$ cat src/rtl/deconv_weight_col_fifo_pkg.sv
// -----------------------------------------------------------------------------
// deconv_weight_col_fifo_pkg
//   Shared definitions for the weight-column FIFO slice: lane count, the
//   priming FSM encodings and a helper that locates one lane's column inside
//   the packed multi-lane output bus.
//   No ports (package).
// -----------------------------------------------------------------------------
package deconv_weight_col_fifo_pkg;

  // One lane per deconv sub-core; the consumer side is built for exactly four.
  localparam int N_LANE = 4;

  typedef enum logic [1:0] {
    WF_FILL  = 2'd0,  // waiting until every lane holds a full kernel
    WF_PRIME = 2'd1,  // core_init issued, waiting for all output regs valid
    WF_RUN   = 2'd2   // kernels in use, waiting for every lane to release
  } wf_state_e;

  // LSB position of lane 'lane' in a bus of col_w-bit lane slices.
  function automatic int lane_lsb(input int lane, input int col_w);
    return lane * col_w;
  endfunction

endpackage

$ cat src/rtl/deconv_wcol_lane.sv
// -----------------------------------------------------------------------------
// deconv_wcol_lane
//   One lane of the weight-column store. Columns are written in order,
//   popped in order into a registered output, and can be replayed from the
//   start of the current kernel (loop) or released up to the read point
//   (flush).
//   Three pointers, each one bit wider than the address so full and empty
//   are distinguishable:
//     wr_ptr   next free slot
//     rd_ptr   next column to pop
//     base_ptr first column of the kernel still held for replay
//   Ports:
//     i_clk, i_rst_n   clock, async active-low reset
//     i_wr_en          store i_wr_col at wr_ptr (caller guarantees not full)
//     i_wr_col         column to store
//     i_rd_en          pop request (ignored when nothing is available)
//     i_loop           rewind rd_ptr to base_ptr
//     i_flush          release everything before rd_ptr, clear out valid
//     o_col, o_valid   registered output column and its valid flag
//     o_occ            entries held (wr - base)
//     o_avail          entries still to pop (wr - rd)
// -----------------------------------------------------------------------------
module deconv_wcol_lane #(
  parameter int COL_W = 48,
  parameter int DEPTH = 8,
  parameter int AW    = 3
) (
  input  logic             i_clk,
  input  logic             i_rst_n,
  input  logic             i_wr_en,
  input  logic [COL_W-1:0] i_wr_col,
  input  logic             i_rd_en,
  input  logic             i_loop,
  input  logic             i_flush,
  output logic [COL_W-1:0] o_col,
  output logic             o_valid,
  output logic [AW:0]      o_occ,
  output logic [AW:0]      o_avail
);

  logic [COL_W-1:0] mem [DEPTH];

  logic [AW:0]      wr_ptr_reg, wr_ptr_next;
  logic [AW:0]      rd_ptr_reg, rd_ptr_next;
  logic [AW:0]      base_ptr_reg, base_ptr_next;
  logic [AW:0]      rd_ptr_adv;
  logic [COL_W-1:0] col_reg;
  logic             valid_reg, valid_next;
  logic             pop;

  assign o_occ   = wr_ptr_reg - base_ptr_reg;
  assign o_avail = wr_ptr_reg - rd_ptr_reg;
  assign pop     = i_rd_en && (o_avail != '0);

  always_comb begin
    rd_ptr_adv    = rd_ptr_reg + {{AW{1'b0}}, pop};
    wr_ptr_next   = wr_ptr_reg + {{AW{1'b0}}, i_wr_en};
    rd_ptr_next   = rd_ptr_adv;
    base_ptr_next = base_ptr_reg;
    valid_next    = valid_reg | pop;
    if (i_flush) begin
      // Release up to the read point including a same-cycle pop; a
      // simultaneous loop is ignored so rd_ptr simply keeps advancing.
      base_ptr_next = rd_ptr_adv;
      valid_next    = 1'b0;
    end else if (i_loop) begin
      // Loop owns the pointer even when a pop lands in the output this cycle.
      rd_ptr_next = base_ptr_reg;
    end
  end

  always_ff @(posedge i_clk or negedge i_rst_n) begin
    if (!i_rst_n) begin
      wr_ptr_reg   <= '0;
      rd_ptr_reg   <= '0;
      base_ptr_reg <= '0;
      valid_reg    <= 1'b0;
    end else begin
      wr_ptr_reg   <= wr_ptr_next;
      rd_ptr_reg   <= rd_ptr_next;
      base_ptr_reg <= base_ptr_next;
      valid_reg    <= valid_next;
    end
  end

  // Storage array carries no reset; pointer reset alone discards its contents.
  always_ff @(posedge i_clk) begin
    if (i_wr_en) begin
      mem[wr_ptr_reg[AW-1:0]] <= i_wr_col;
    end
  end

  // Registered read. A pop needs avail > 0, so rd never equals wr here and a
  // same-cycle write cannot collide with the read address.
  always_ff @(posedge i_clk or negedge i_rst_n) begin
    if (!i_rst_n) begin
      col_reg <= '0;
    end else if (pop) begin
      col_reg <= mem[rd_ptr_reg[AW-1:0]];
    end
  end

  assign o_col   = col_reg;
  assign o_valid = valid_reg;

endmodule

$ cat src/rtl/deconv_weight_col_fifo.sv
// -----------------------------------------------------------------------------
// deconv_weight_col_fifo
//   Weight-column store between the weight BRAM reader and the four deconv
//   sub-cores. Whole kernel columns are written into one of four lanes; each
//   lane presents one registered column. Kernels can be replayed (loop) and
//   released (flush) per lane. A small FSM pulses o_core_init once every lane
//   holds a full kernel, then waits for all lanes to release before priming
//   again.
//   Optional build macro WCOL_FIFO_STATS_EN adds sticky error flags and a
//   successful-pop counter; the datapath is identical either way.
//   Ports:
//     i_clk, i_rst_n   clock, async active-low reset
//     i_wr_valid       write column valid
//     o_wr_ready       selected lane (i_wr_lane) has a free entry
//     i_wr_lane        target lane of the write
//     i_wr_col         column, pixel 0 in LSBs
//     i_rd_en[3:0]     per-lane pop
//     i_loop[3:0]      per-lane rewind to kernel base
//     i_flush[3:0]     per-lane release of the consumed kernel
//     o_weight_out     lane i at [i*COL_W +: COL_W]
//     o_export_done    all four output registers valid
//     o_core_init      one-cycle pulse when the first kernel is primed
//     o_err[1:0]       (stats) bit0 pop on empty lane, bit1 write while !ready
//     o_pop_cnt[31:0]  (stats) total successful pops
// -----------------------------------------------------------------------------
module deconv_weight_col_fifo
  import deconv_weight_col_fifo_pkg::*;
#(
  parameter int PIX_WIDTH      = 16,
  parameter int SIZE_OF_WEIGHT = 3,
  parameter int DEPTH          = 8
) (
  input  logic                                    i_clk,
  input  logic                                    i_rst_n,
  input  logic                                    i_wr_valid,
  output logic                                    o_wr_ready,
  input  logic [1:0]                              i_wr_lane,
  input  logic [PIX_WIDTH*SIZE_OF_WEIGHT-1:0]     i_wr_col,
  input  logic [N_LANE-1:0]                       i_rd_en,
  input  logic [N_LANE-1:0]                       i_loop,
  input  logic [N_LANE-1:0]                       i_flush,
  output logic [PIX_WIDTH*SIZE_OF_WEIGHT*N_LANE-1:0] o_weight_out,
  output logic                                    o_export_done,
  output logic                                    o_core_init
`ifdef WCOL_FIFO_STATS_EN
  ,
  output logic [1:0]                              o_err,
  output logic [31:0]                             o_pop_cnt
`endif
);

  localparam int          COL_W    = PIX_WIDTH * SIZE_OF_WEIGHT;
  localparam int          AW       = $clog2(DEPTH);
  localparam logic [AW:0] FULL_OCC = (AW+1)'(DEPTH);
  localparam logic [AW:0] K_COLS   = (AW+1)'(SIZE_OF_WEIGHT);

  logic [AW:0]       occ   [N_LANE];
  logic [AW:0]       avail [N_LANE];
  logic [N_LANE-1:0] lane_wr;
  logic [N_LANE-1:0] out_valid;
  logic [N_LANE-1:0] lane_primed;
  logic              wr_fire;

  wf_state_e         state_reg, state_next;
  logic [N_LANE-1:0] flushed_reg, flushed_next;

  // Ready looks at the pre-update occupancy: a same-cycle flush does not
  // hand back credit until the following cycle.
  assign o_wr_ready    = (occ[i_wr_lane] != FULL_OCC);
  assign wr_fire       = i_wr_valid && o_wr_ready;
  assign o_export_done = &out_valid;

  genvar gi;
  generate
    for (gi = 0; gi < N_LANE; gi++) begin : g_lane
      assign lane_wr[gi]     = wr_fire && (i_wr_lane == 2'(gi));
      assign lane_primed[gi] = (avail[gi] >= K_COLS);

      deconv_wcol_lane #(
        .COL_W (COL_W),
        .DEPTH (DEPTH),
        .AW    (AW)
      ) u_lane (
        .i_clk    (i_clk),
        .i_rst_n  (i_rst_n),
        .i_wr_en  (lane_wr[gi]),
        .i_wr_col (i_wr_col),
        .i_rd_en  (i_rd_en[gi]),
        .i_loop   (i_loop[gi]),
        .i_flush  (i_flush[gi]),
        .o_col    (o_weight_out[lane_lsb(gi, COL_W) +: COL_W]),
        .o_valid  (out_valid[gi]),
        .o_occ    (occ[gi]),
        .o_avail  (avail[gi])
      );
    end
  endgenerate

  // Priming FSM
  always_comb begin
    state_next   = state_reg;
    flushed_next = flushed_reg;
    o_core_init  = 1'b0;
    case (state_reg)
      WF_FILL: begin
        if (&lane_primed) begin
          o_core_init = 1'b1;
          state_next  = WF_PRIME;
        end
      end
      WF_PRIME: begin
        if (o_export_done) begin
          state_next = WF_RUN;
        end
      end
      WF_RUN: begin
        // Lanes may release their kernels in any order over many cycles.
        flushed_next = flushed_reg | i_flush;
        if (&flushed_next) begin
          flushed_next = '0;
          state_next   = WF_FILL;
        end
      end
      default: begin
        state_next = WF_FILL;
      end
    endcase
  end

  always_ff @(posedge i_clk or negedge i_rst_n) begin
    if (!i_rst_n) begin
      state_reg   <= WF_FILL;
      flushed_reg <= '0;
    end else begin
      state_reg   <= state_next;
      flushed_reg <= flushed_next;
    end
  end

`ifdef WCOL_FIFO_STATS_EN
  logic [N_LANE-1:0] lane_nonempty;
  logic [N_LANE-1:0] lane_pop;
  logic [2:0]        pop_sum;
  logic [1:0]        err_reg;
  logic [31:0]       pop_cnt_reg;

  generate
    for (gi = 0; gi < N_LANE; gi++) begin : g_stat
      assign lane_nonempty[gi] = (avail[gi] != '0);
    end
  endgenerate

  assign lane_pop = i_rd_en & lane_nonempty;

  always_comb begin
    pop_sum = '0;
    for (int i = 0; i < N_LANE; i++) begin
      pop_sum = pop_sum + {2'b00, lane_pop[i]};
    end
  end

  always_ff @(posedge i_clk or negedge i_rst_n) begin
    if (!i_rst_n) begin
      err_reg     <= '0;
      pop_cnt_reg <= '0;
    end else begin
      err_reg     <= err_reg | {i_wr_valid && !o_wr_ready,
                                |(i_rd_en & ~lane_nonempty)};
      pop_cnt_reg <= pop_cnt_reg + 32'(pop_sum);
    end
  end

  assign o_err     = err_reg;
  assign o_pop_cnt = pop_cnt_reg;
`endif

endmodule

$ cat config.mk
export PLATFORM = sky130hd
export DESIGN_NAME = deconv_weight_col_fifo
export DESIGN_NICKNAME = d
export VERILOG_FILES = /design/src/rtl/deconv_weight_col_fifo_pkg.sv /design/src/rtl/deconv_wcol_lane.sv /design/src/rtl/deconv_weight_col_fifo.sv
export SDC_FILE = /design/constraint.sdc
export NUM_CORES = 2
export LEC_CHECK = 0
export BUFFER_PORTS_ARGS = -buffer_cell sky130_fd_sc_hd__clkbuf_2
export CAP_MARGIN = 20
export CORE_ASPECT_RATIO = 1.75
export CORE_MARGIN = 2
export CORE_UTILIZATION = 60
export DETAILED_ROUTE_END_ITERATION = 16
export PLACE_DENSITY = 0.78
export SLEW_MARGIN = 10
export SYNTH_ARGS = -nofsm -noshare
export SYNTH_HDL_FRONTEND = slang
export SYNTH_SLANG_ARGS = --single-unit
$ cat constraint.sdc
create_clock -name i_clk -period 18.4 [get_ports i_clk]
set_clock_uncertainty 0.05 [all_clocks]
set_input_delay 1.84 -clock i_clk [delete_from_list [all_inputs] [get_ports i_clk]]
set_output_delay 1.84 -clock i_clk [all_outputs]
set_load 0.005 [all_outputs]
==> key figures <==
Timing
  – Top achievable clock speed: 174.5 MHz
  – Worst Tran Pin Value: 1.076 ns
  – RSZ-0062 raised after global routing: false
  – Final hold vios: 0
  – Period utilization: 31.15%
  – Final setup vio count: 0
  – Final count of pins violating max slew: 0
  – Relative slew margins: 28.30%
  – Min cycle time layout: 5.731 ns
  – Aggregate negative setup slack: 0 ns

CTS
  – # hold bufs at CTS: 0
  – Worst-Skew Late Latency: 0.78 ns
  – Clock sink count: 1786
  – TritonCTS Buffers: 148
  – Clock-pin slew on the worst setup and hold paths: 0.07 ns
  – Post-CTS Setup Repair Bufs: 0
  – CTS tree: built
  – Clock buffer depth: 3
  – CTS root buf: clkbuf_16
  – CTS resizes: 0
  – H-tree levels: 4

Final layout
  – Share of post-route cells with drive strength above 1: 29.40%
  – Core Util, Final: 67.41%
  – Fill cells: 6854
  – Layout Nets: 3840
  – P&R area growth vs syn: 11.92%
  – Max FFs per register: 1536
  – Finished Layout Cells: 5350

Worst setup path
  – Highest-delay cell along the critical path: clkinv_1
  – CP Class: reg2out
  – CP Launch Type: flip-flop
  – CP Max Fanout: 33
  – CP Depth: 10
  – Worst Path Required: 16.51 ns
  – Crit. End Element: output port
  – Most used cell, CP: buf_4
  – Worst Path Buf+Inv: 4
  – Slowest stage delay, CP: 0.54 ns
  – CP delay by family, top: buffers and inverters
  – Arrival @ worst endpoint: 3.84 ns
  – Reg2reg path depth: 14
  – Crit path cell chain: buf_4 -> clkinv_1 -> buf_4 -> ha_1 -> a21oi_1 -> nand2_1 -> xnor2_1 -> o211a_1 -> nor3_1 -> clkbuf_2

Global routing
  – Gr usage total: 27.30%
  – Number of global-route vias before repair: 35670
  – First-pass GRT wire length: 231.9 mm
  – Maximum number of pins on one net before global-route repair: 80
  – Total gr overflow: 0
  – Initial antenna violation count: 8

Die
  – Die H: 450.9 µm
  – Die Area: 116900 µm²
  – Initial Util: 60.22%
  – Row cnt: 164
  – Core area: 113700 µm²
  – Die Width: 259.4 µm
  – Top Ports: 260

Logic synthesis
  – Post-Syn Instances: 3419
  – Syn nets: 3532
  – Syn Area/Cell: 20.02 µm²
  – Netlist cell types: 51
  – Cell Area, Synth: 68460 µm²
  – Top FF cell, synth: edfxtp_1
  – Yosys warning count: 0
  – Top-area cell type share of the netlist area: 67.37%
  – Ys async rst share: 14.00%
  – Post-synthesis sequential area ratio: 76.51%
  – Post-synth EDFFs: 1536
  – Seq cells post-synth: 1786
  – Ranking of synthesized cells by area: edfxtp_1 67%, mux4_2 13%, dfrtp_1 9.1%
  – Yosys top cell by area: edfxtp_1

Routing
  – Drt pass-1 iters: 6
  – Total vias in the final route: 33910
  – Vias/cell: 6.339
  – Residual DRC: 0
  – Routed wire per std cell: 29.28 µm
  – DRT iter0 DRCs: 3955
  – Routed WL: 156.6 mm
  – Post-route ant nets: 0

Pwr
  – Pint: 8114 µW
  – Power per cell area: 154.1 nW/µm²
  – Flop pwr share: 44.5%
  – Power share of the clock group: 26.8%
  – Power, Total: 11810 µW
  – Sw power: 3696 µW
  – P_leak: 0.02671 µW
  – Combinational Power Share: 28.7%
  – Sw Share: 31.30%
  – VDD IR-drop max: 0.0001064 V

Placed design
  – # placed instances: 5069
  – Gp weighted congestion: 0.8153
  – Post-DP HPWL: 85.45 mm
  – IO buf count: 259

Job
  – Maxcap violations: 0

Outcome
  – Status: finished clean

Hold path
  – Worst hold path type: reg2reg
  – Hold depth: 2
power groups by stage:
stage / sequential [µW] / combinational, µW / clock, µW
2_1_floorplan: 5120 / 2350 / 0
3_3_place_gp: 5310 / 3270 / 0
3_5_place_dp: 5330 / 3340 / 0
4_1_cts: 5260 / 3410 / 3200
5_1_grt: 5310 / 3650 / 3330
6_report: 5260 / 3390 / 3170
Yosys cell counts (all sizes together) (2+ instances only):
library cell  instances
a21o                  3
nand2               522
nor3                  5
mux2                152
mux4                384
nand3b                7
clkbuf               80
o41ai                 2
dfrtp               250
fa                    8
ha                   40
edfxtp             1536
nand4                 2
and3b                 2
nor2                 29
o21ai                62
a2111oi               2
o211a                 2
a41o                  2
nor2b                 5
nor3b                 3
nand2b                7
xor2                 18
buf                  83
o31ai                 2
inv                  48
mux2i                50
a211oi                7
nand3                19
a21oi                58
xnor2                17
tightest hold or removal path, cell delays in order (launching register included):
cell	delay [ns]
dfrtp_1	0.34
nand2_1	0.04
o21ai_0	0.06
per-stage QoR:
stage / hold slack [ns] / worst slack [ns] / cell area (µm²)
5_1_grt: 0.4630 / 12.46 / 76620
3_3_place_gp: 0.4107 / 13.44 / 71730
6_report: 0.4303 / 12.67 / 76630
2_1_floorplan: 0.4008 / 7.617 / 68460
4_1_cts: 0.4349 / 12.64 / 76570
3_5_place_dp: 0.4194 / 13.36 / 71730
final timing paths:
check                                                         startpoint                                  endpoint  slack [ns]
worst max-delay path            g_lane[2].u_lane.rd_ptr_reg[2]$_DFF_PN0_                               o_core_init       12.67
worst min-delay path               g_lane[1].u_lane.o_col[2]$_DFFE_PN0P_     g_lane[1].u_lane.o_col[2]$_DFFE_PN0P_        0.43
worst max register to register  g_lane[2].u_lane.rd_ptr_reg[2]$_DFF_PN0_  g_lane[2].u_lane.rd_ptr_reg[2]$_DFF_PN0_       13.81
worst min register to register     g_lane[1].u_lane.o_col[2]$_DFFE_PN0P_     g_lane[1].u_lane.o_col[2]$_DFFE_PN0P_        0.43
max in group asynchronous                                        i_rst_n  g_lane[1].u_lane.rd_ptr_reg[2]$_DFF_PN0_       15.03
min in group asynchronous                                        i_rst_n    g_lane[0].u_lane.o_col[42]$_DFFE_PN0P_        1.00
metal layers:
| layer | global-route usage, % | vias up | part of all wire (%) |
|---|---|---|---|
| met4 | 13.99 | 6 | 5.2 |
| met1 | 34.65 | 17710 | 35 |
| met5 | 0 | - | 0.023 |
| li1 | - | 14040 | - |
| met3 | 4.085 | 352 | 6.9 |
| met2 | 46.08 | 1808 | 52 |
cell families (layout without fill, tap and decap cells):
| kind of cell | after synthesis | after routing | share of synthesized area [%] |
|---|---|---|---|
| and+or+nand+nor | 607 | 607 | 3.529 |
| AOI/OAI and AO/OA | 146 | 146 | 1.241 |
| muxes | 586 | 586 | 15.92 |
| DFF | 1786 | 1786 | 76.51 |
| buffers and inverters | 211 | 646 | 1.391 |
| other | 0 | 2 | 0 |
| xor gates and xnor gates | 35 | 35 | 0.4477 |
| adders and majority gates | 48 | 48 | 0.9649 |
layout make-up:
class                      count  area [µm²]  share of cell area (%)
antenna                        2       5.005                0.006531
clock buffer                 198        4106                   5.359
clock inverter                79       732.0                  0.9552
inverter                      48       180.2                  0.2351
multi-input combinational   1422       15510                   20.24
sequential                  1786       52410                   68.40
tap                         1494        1869                   2.439
timing repair buffer         321        1812                   2.364
cells in the final DEF, fill, tap and decap left out, drive strengths merged, types with 3 or more instances in the layout:
master / n
edfxtp: 1536
nand2: 522
clkbuf: 456
mux4: 384
dfrtp: 250
mux2: 152
buf: 63
o21ai: 62
inv: 58
a21oi: 58
clkinv: 53
mux2i: 50
ha: 40
nor2: 29
nand3: 19
xor2: 18
xnor2: 17
bufinv: 10
fa: 8
nand3b: 7
nand2b: 7
a211oi: 7
clkinvlp: 6
nor2b: 5
nor3: 5
nor3b: 3
a21o: 3
Power figures use the tool's default switching activity.
